**config.mk**
```make
export PLATFORM = sky130hd
export DESIGN_NAME = spi_poll_scheduler
export DESIGN_NICKNAME = d
export VERILOG_FILES = /design/src/rtl/spi_poll_scheduler_pkg.sv /design/src/rtl/spi_round_robin_arbiter.sv /design/src/rtl/spi_poll_scheduler.sv
export SDC_FILE = /design/constraint.sdc
export NUM_CORES = 1
export LEC_CHECK = 0
export CAP_MARGIN = 20
export CORE_MARGIN = 2
export CORE_UTILIZATION = 40
export DETAILED_ROUTE_END_ITERATION = 10
export PLACE_DENSITY_LB_ADDON = 0.12
export SKIP_LAST_GASP = 1
export SLEW_MARGIN = 20
export SYNTH_ARGS = -nofsm -noshare
export SYNTH_HDL_FRONTEND = slang
export SYNTH_SLANG_ARGS = --single-unit
```
**constraint.sdc**
```tcl
create_clock -name clock -period 3.8 [get_ports clock]
set_input_delay 0.95 -clock clock [delete_from_list [all_inputs] [get_ports clock]]
set_output_delay 0.95 -clock clock [all_outputs]
set_load 0.01 [all_outputs]
```
**src/rtl/spi_poll_scheduler_pkg.sv**
```systemverilog
// Shared definitions for the SPI polling master: state encodings,
// polarity constants and small elaboration-time helpers.
package spi_poll_scheduler_pkg;

  typedef enum logic [2:0] {
    ST_IDLE  = 3'd0,
    ST_SETUP = 3'd1,
    ST_LOW   = 3'd2,
    ST_HIGH  = 3'd3,
    ST_HOLD  = 3'd4,
    ST_GAP   = 3'd5
  } spi_state_e;

  localparam int SS_ACTIVE_HIGH = 1;
  localparam int SCLK_IDLE_HIGH = 1;

  // Width of every phase counter (setup, half-period, hold, gap).
  localparam int PHASE_CNT_W = 16;

  // Index width for n channels; a single channel still needs one bit.
  function automatic int idx_width(input int n);
    return (n > 1) ? $clog2(n) : 1;
  endfunction

endpackage

```
**src/rtl/spi_round_robin_arbiter.sv**
```systemverilog
// Combinational round-robin pick: first set request at or after pointer,
// wrapping. The pointer register itself lives in the scheduler.
module spi_round_robin_arbiter
  import spi_poll_scheduler_pkg::*;
#(
  parameter  int channels = 4,
  localparam int IDX_W    = idx_width(channels)
) (
  input  logic [channels-1:0] request,
  input  logic [IDX_W-1:0]    pointer,
  input  logic                enable,
  output logic [channels-1:0] grant,
  output logic [IDX_W-1:0]    index
);

  logic [IDX_W:0] cand;
  logic           found;

  // Scan channels starting at the pointer; the first hit wins.
  always_comb begin
    grant = '0;
    index = '0;
    found = 1'b0;
    cand  = '0;
    for (int i = 0; i < channels; i++) begin
      cand = {1'b0, pointer} + (IDX_W+1)'(i);
      if (cand >= (IDX_W+1)'(channels)) cand = cand - (IDX_W+1)'(channels);
      if (enable && !found && request[cand[IDX_W-1:0]]) begin
        found                   = 1'b1;
        grant[cand[IDX_W-1:0]]  = 1'b1;
        index                   = cand[IDX_W-1:0];
      end
    end
  end

endmodule

```
**src/rtl/spi_poll_scheduler.sv**
```systemverilog
// SPI master (CPOL=1/CPHA=1 internally, MSB first) shared among several
// slaves; grants one requester at a time round-robin and returns the word
// with its channel index and a one-cycle valid pulse.
module spi_poll_scheduler
  import spi_poll_scheduler_pkg::*;
#(
  parameter  int channels      = 4,
  parameter  int bitcount      = 16,
  parameter  int clock_divider = 4,
  parameter  int setup_cycles  = 2,
  parameter  int hold_cycles   = 2,
  parameter  int gap_cycles    = 2,
  parameter  int ss_polarity   = 0,
  parameter  int sclk_polarity = 1,
  localparam int IDX_W         = idx_width(channels)
) (
  input  logic                clock,
  input  logic                reset,
  input  logic [channels-1:0] request,
  output logic [channels-1:0] grant,
  output logic [channels-1:0] ss,
  output logic                sclk,
  input  logic                sdi,
  output logic [bitcount-1:0] data,
  output logic [IDX_W-1:0]    channel,
  output logic                valid,
  output logic                busy
);

  localparam int BIT_W = $clog2(bitcount) + 1;
  localparam logic [PHASE_CNT_W-1:0] SETUP_LAST = PHASE_CNT_W'(setup_cycles - 1);
  localparam logic [PHASE_CNT_W-1:0] DIV_LAST   = PHASE_CNT_W'(clock_divider - 1);
  localparam logic [PHASE_CNT_W-1:0] HOLD_LAST  = PHASE_CNT_W'(hold_cycles - 1);
  localparam logic [PHASE_CNT_W-1:0] GAP_LAST   = PHASE_CNT_W'(gap_cycles - 1);
  localparam logic [BIT_W-1:0]       BIT_LAST   = BIT_W'(bitcount);
  localparam logic [IDX_W-1:0]       IDX_MAX    = IDX_W'(channels - 1);

  spi_state_e               state_q, state_d;
  logic [PHASE_CNT_W-1:0]   cnt_q, cnt_d;
  logic [BIT_W-1:0]         bit_q, bit_d;
  logic [bitcount-1:0]      shift_q, shift_d;
  logic [channels-1:0]      grant_q, grant_d;
  logic [IDX_W-1:0]         idx_q, idx_d;
  logic [IDX_W-1:0]         ptr_q, ptr_d;
  logic [bitcount-1:0]      data_q, data_d;
  logic [IDX_W-1:0]         chan_q, chan_d;
  logic                     valid_q, valid_d;
  logic                     sclk_low_q, sclk_low_d;

  logic [channels-1:0]      arb_grant;
  logic [IDX_W-1:0]         arb_index;

  spi_round_robin_arbiter #(.channels(channels)) u_arb (
    .request (request),
    .pointer (ptr_q),
    .enable  (state_q == ST_IDLE),
    .grant   (arb_grant),
    .index   (arb_index)
  );

  // State and datapath registers; reset aborts any transfer immediately.
  always_ff @(posedge clock or posedge reset) begin
    if (reset) begin
      state_q    <= ST_IDLE;
      cnt_q      <= '0;
      bit_q      <= '0;
      shift_q    <= '0;
      grant_q    <= '0;
      idx_q      <= '0;
      ptr_q      <= '0;
      data_q     <= '0;
      chan_q     <= '0;
      valid_q    <= 1'b0;
      sclk_low_q <= 1'b0;
    end else begin
      state_q    <= state_d;
      cnt_q      <= cnt_d;
      bit_q      <= bit_d;
      shift_q    <= shift_d;
      grant_q    <= grant_d;
      idx_q      <= idx_d;
      ptr_q      <= ptr_d;
      data_q     <= data_d;
      chan_q     <= chan_d;
      valid_q    <= valid_d;
      sclk_low_q <= sclk_low_d;
    end
  end

  // Next-state: phase sequencing, bit sampling and end-of-transfer update.
  always_comb begin
    state_d = state_q;
    cnt_d   = cnt_q + PHASE_CNT_W'(1);
    bit_d   = bit_q;
    shift_d = shift_q;
    grant_d = grant_q;
    idx_d   = idx_q;
    ptr_d   = ptr_q;
    data_d  = data_q;
    chan_d  = chan_q;
    valid_d = 1'b0;
    case (state_q)
      ST_IDLE: begin
        cnt_d = '0;
        if (|arb_grant) begin
          grant_d = arb_grant;
          idx_d   = arb_index;
          state_d = ST_SETUP;
        end
      end
      ST_SETUP: begin
        bit_d = '0;
        if (cnt_q == SETUP_LAST) begin
          cnt_d   = '0;
          state_d = ST_LOW;
        end
      end
      ST_LOW: begin
        if (cnt_q == DIV_LAST) begin
          cnt_d   = '0;
          state_d = ST_HIGH;
          shift_d = {shift_q[bitcount-2:0], sdi};
          bit_d   = bit_q + BIT_W'(1);
        end
      end
      ST_HIGH: begin
        if (cnt_q == DIV_LAST) begin
          cnt_d   = '0;
          state_d = (bit_q == BIT_LAST) ? ST_HOLD : ST_LOW;
        end
      end
      ST_HOLD: begin
        if (cnt_q == HOLD_LAST) begin
          cnt_d   = '0;
          grant_d = '0;
          data_d  = shift_q;
          chan_d  = idx_q;
          valid_d = 1'b1;
          ptr_d   = (idx_q == IDX_MAX) ? '0 : idx_q + IDX_W'(1);
          state_d = (gap_cycles > 0) ? ST_GAP : ST_IDLE;
        end
      end
      ST_GAP: begin
        if (cnt_q == GAP_LAST) begin
          cnt_d   = '0;
          state_d = ST_IDLE;
        end
      end
      default: state_d = ST_IDLE;
    endcase
    // sclk is low exactly while in LOW; registered so the pin is glitch-free.
    sclk_low_d = (state_d == ST_LOW);
  end

  assign grant   = grant_q;
  assign ss      = (ss_polarity == SS_ACTIVE_HIGH) ? grant_q : ~grant_q;
  assign sclk    = (sclk_polarity == SCLK_IDLE_HIGH) ? ~sclk_low_q : sclk_low_q;
  assign data    = data_q;
  assign channel = chan_q;
  assign valid   = valid_q;
  assign busy    = (state_q != ST_IDLE);

endmodule

```
==> results_dict.tcl <==
set metrics [dict create \
    nFillCells 771 \
    port_buffers 35 \
    place_area_mm2 0.00395 \
    tightest_slew_ns 0.596 \
    ys_ff_latch 68 \
    clk_latency_ns 0.34 \
    min_path_type "reg2reg" \
    num_antenna_cells 0 \
    final_nets 363 \
    worstPathArrival_ns 3.47 \
    dr_total_vias 2355 \
    synth-edff-count 0 \
    outcome "finished, final reports clean" \
    drt_iter0_drc 127 \
    vdd_drop_max_uv 294 \
    final_area_mm2 0.00417 \
    grt_max_degree 43 \
    finalMaxSlewViolations 0 \
    period_minus_slack_ns 3.24 \
    finalPower_w 0.00147 \
    gr-total-overflow 0 \
    worstReg2RegStart "ptr_q[1]$_DFFE_PP0P_" \
    grt_pass1_wl_mm 10.9 \
    reg2reg_to "idx_q[0]$_DFFE_PP0P_" \
    finalCritPeriodShare_pct 85.1 \
    core-area_mm2 0.00830 \
    yosysSeqAreaShare_pct 49.1 \
    async_reset_ff_share_pct 100 \
    crit_path_end_kind "flip-flop" \
    ctsHoldBuffers 0 \
    wirelength_mm 6.29 \
    yosys_warnings 0 \
    required_ns 4.03 \
    fin_skew_ns 0.0114 \
    critPathLaunch "request[1]" \
    rsz0062_at_grt "false" \
    syn-num-nets 326 \
    wl_per_cell_um 13.9 \
    fin_util_pct 50.3 \
    area_growth_pct 20.4 \
    cts_sinks 68 \
    cts_tree "built" \
    cts_buffer_depth 2 \
    critPathCapture "idx_q[0]$_DFFE_PP0P_" \
    h-tree-depth 3 \
    drt-pass1-iter-count 4 \
    post-dp-hpwl_mm 4.30 \
    final_layout_size_suffix_gt1_share_pct 11.2 \
    finalHoldViolCount 0 \
    syn_area_per_cell_um2 11.3 \
    clk_pin_slew_ns 0.07 \
    p_leak_nw 1.94 \
    synthCells 306 \
    cts_setup_buffers 0 \
    grt_pass1_vias 2276 \
    reg2reg_depth 8 \
    vias_per_cell 5.20 \
    critPathKind "in2reg" \
    antenna_left 0 \
    finalHoldWorstSlack_ns 0.486 \
    die_x_um 97.1 \
    ys.flop_type "dfrtp_1" \
    netlist_area_mm2 0.00347 \
    startpoint_type "input port" \
    grt_antenna_before_repair 0 \
    crit_path_max_fanout 10 \
    ys_types 52 \
    max-cap-violations 0 \
    io_pins 36 \
    relSlewSlack_pct 60.2 \
    die_h_um 97.1 \
    setup_viol 0 \
    start_util_pct 41.8 \
    cts_resized 0 \
    root_buffer "clkbuf_8" \
    powerDensity_mw_per_mm2 352 \
    drcViolationCount 0 \
    die_area_mm2 0.00943 \
    grt_util_all_layers_pct 14.2 \
    rows 33 \
    numCtsBuffers 9 \
    clock.fmax_mhz 309 \
    setup_tns_ns 0 \
    gp_congestion 0.792 \
    r2r_slack_ns 0.80 \
]
## state kept, by name, summed over array words and instances (netlist names)
name        count
channel         2
bit_q           5
cnt_q          16
ptr_q           2
valid           1
idx_q           2
data           16
sclk_low_q      1
shift_q        16
state_q         3
grant           4
## per-layer routing
layer  vias up  GRT usage [%]  share of wire [%]
met5         -              0                  0
met2        40           21.6                 45
li1       1157              -                  -
met3        13           3.88                3.5
met1      1145           19.3                 49
met4         0           5.53                2.0
## area by class of cell
class	instances	area, µm²	share of cell area (%)
Clock buffer	10	138	3.30
Clock inverter	6	87.6	2.10
Inverter	20	75.1	1.80
Multi-Input combinational cell	203	1630	39.1
Sequential cell	68	1700	40.8
Tap cell	105	131	3.15
Timing Repair Buffer	41	408	9.78
## worst min-delay path by stage
stage,startpoint,to,slack (ns),depth (start not counted)
2_1_floorplan,shift_q[15]$_DFFE_PP0P_,shift_q[15]$_DFFE_PP0P_,0.45,1
3_3_place_gp,data[7]$_DFFE_PP0P_,data[7]$_DFFE_PP0P_,0.47,1
3_5_place_dp,data[3]$_DFFE_PP0P_,data[3]$_DFFE_PP0P_,0.47,1
4_1_cts,data[13]$_DFFE_PP0P_,data[13]$_DFFE_PP0P_,0.49,1
5_1_grt,data[15]$_DFFE_PP0P_,data[15]$_DFFE_PP0P_,0.51,1
6_report,data[13]$_DFFE_PP0P_,data[13]$_DFFE_PP0P_,0.49,1
## critical path, cell delays in order
cell and delay (ns):
clkdlybuf4s50_1 0.57, mux4_2 0.57, or3b_1 0.19, a21oi_1 0.07
a221o_2 0.36, nor4_4 0.42, mux2_4 0.33
## power by group
part,leakage [nW],internal (W),switching (W)
clock,0.116,0.000387,0.000275
sequential,0.897,0.000730,0.00000385
combinational,0.929,0.0000334,0.0000368
total,1.94,0.00115,0.000316
## synth_stat cells, types with 2 or more instances
master	instances	area share, %
inv_1	18	1.9
inv_2	2	0.22
dfrtp_1	68	49
xnor2_1	9	2.3
o21ai_0	2	0.29
mux2_1	35	11
o21ai_1	3	0.43
mux2_4	2	0.87
nor4_1	4	0.72
xor2_1	9	2.3
o221ai_1	2	0.51
clkbuf_1	5	0.54
nor2b_1	3	0.54
nor2_1	31	3.4
or3b_1	4	1.0
and3_1	7	1.3
nor4bb_1	2	0.58
nand2_1	13	1.4
o22ai_1	2	0.36
ha_1	13	4.7
mux2i_1	3	0.87
a221o_2	4	1.3
a31oi_1	2	0.36
nand3_1	3	0.43
a21oi_1	8	1.2
nand4_1	6	1.1
nor3_1	6	0.87
buf_4	2	0.43
a21o_1	5	1.1
a211oi_1	4	0.87
buf_2	7	1.0
mux4_2	2	1.3
## layout by cell type, fill, tap and decap left out, types with 6 or more instances in the layout
| cell | synthesis | final |
|---|---|---|
| and3_1 | 7 | 7 |
| inv_1 | 18 | 17 |
| nor2_1 | 31 | 31 |
| xor2_1 | 9 | 9 |
| clkdlybuf4s50_1 | 0 | 35 |
| nor3_1 | 6 | 6 |
| a21oi_1 | 8 | 8 |
| dfrtp_1 | 68 | 68 |
| mux2_1 | 35 | 35 |
| xnor2_1 | 9 | 9 |
| clkbuf_8 | 0 | 10 |
| nand2_1 | 13 | 13 |
| nand4_1 | 6 | 6 |
| ha_1 | 13 | 13 |
## cell families (layout without fill, tap and decap cells)
family	Yosys count	after routing	synth area share, %
muxes	43	43	14.7
and+or+nand+nor	87	87	13.5
AOI/OAI and AO/OA	42	42	8.95
adders and majority gates	13	13	4.69
xor gates and xnor gates	18	18	4.55
DFF	68	68	49.1
buffers and inverters	35	77	4.48
## per-stage QoR
stage	setup slack, ns	std cells
6_report	0.564	453
3_5_place_dp	0.218	437
2_1_floorplan	0.653	306
4_1_cts	0.588	453
3_3_place_gp	0.281	437
5_1_grt	0.483	453
(Power assumes the default switching activity.)
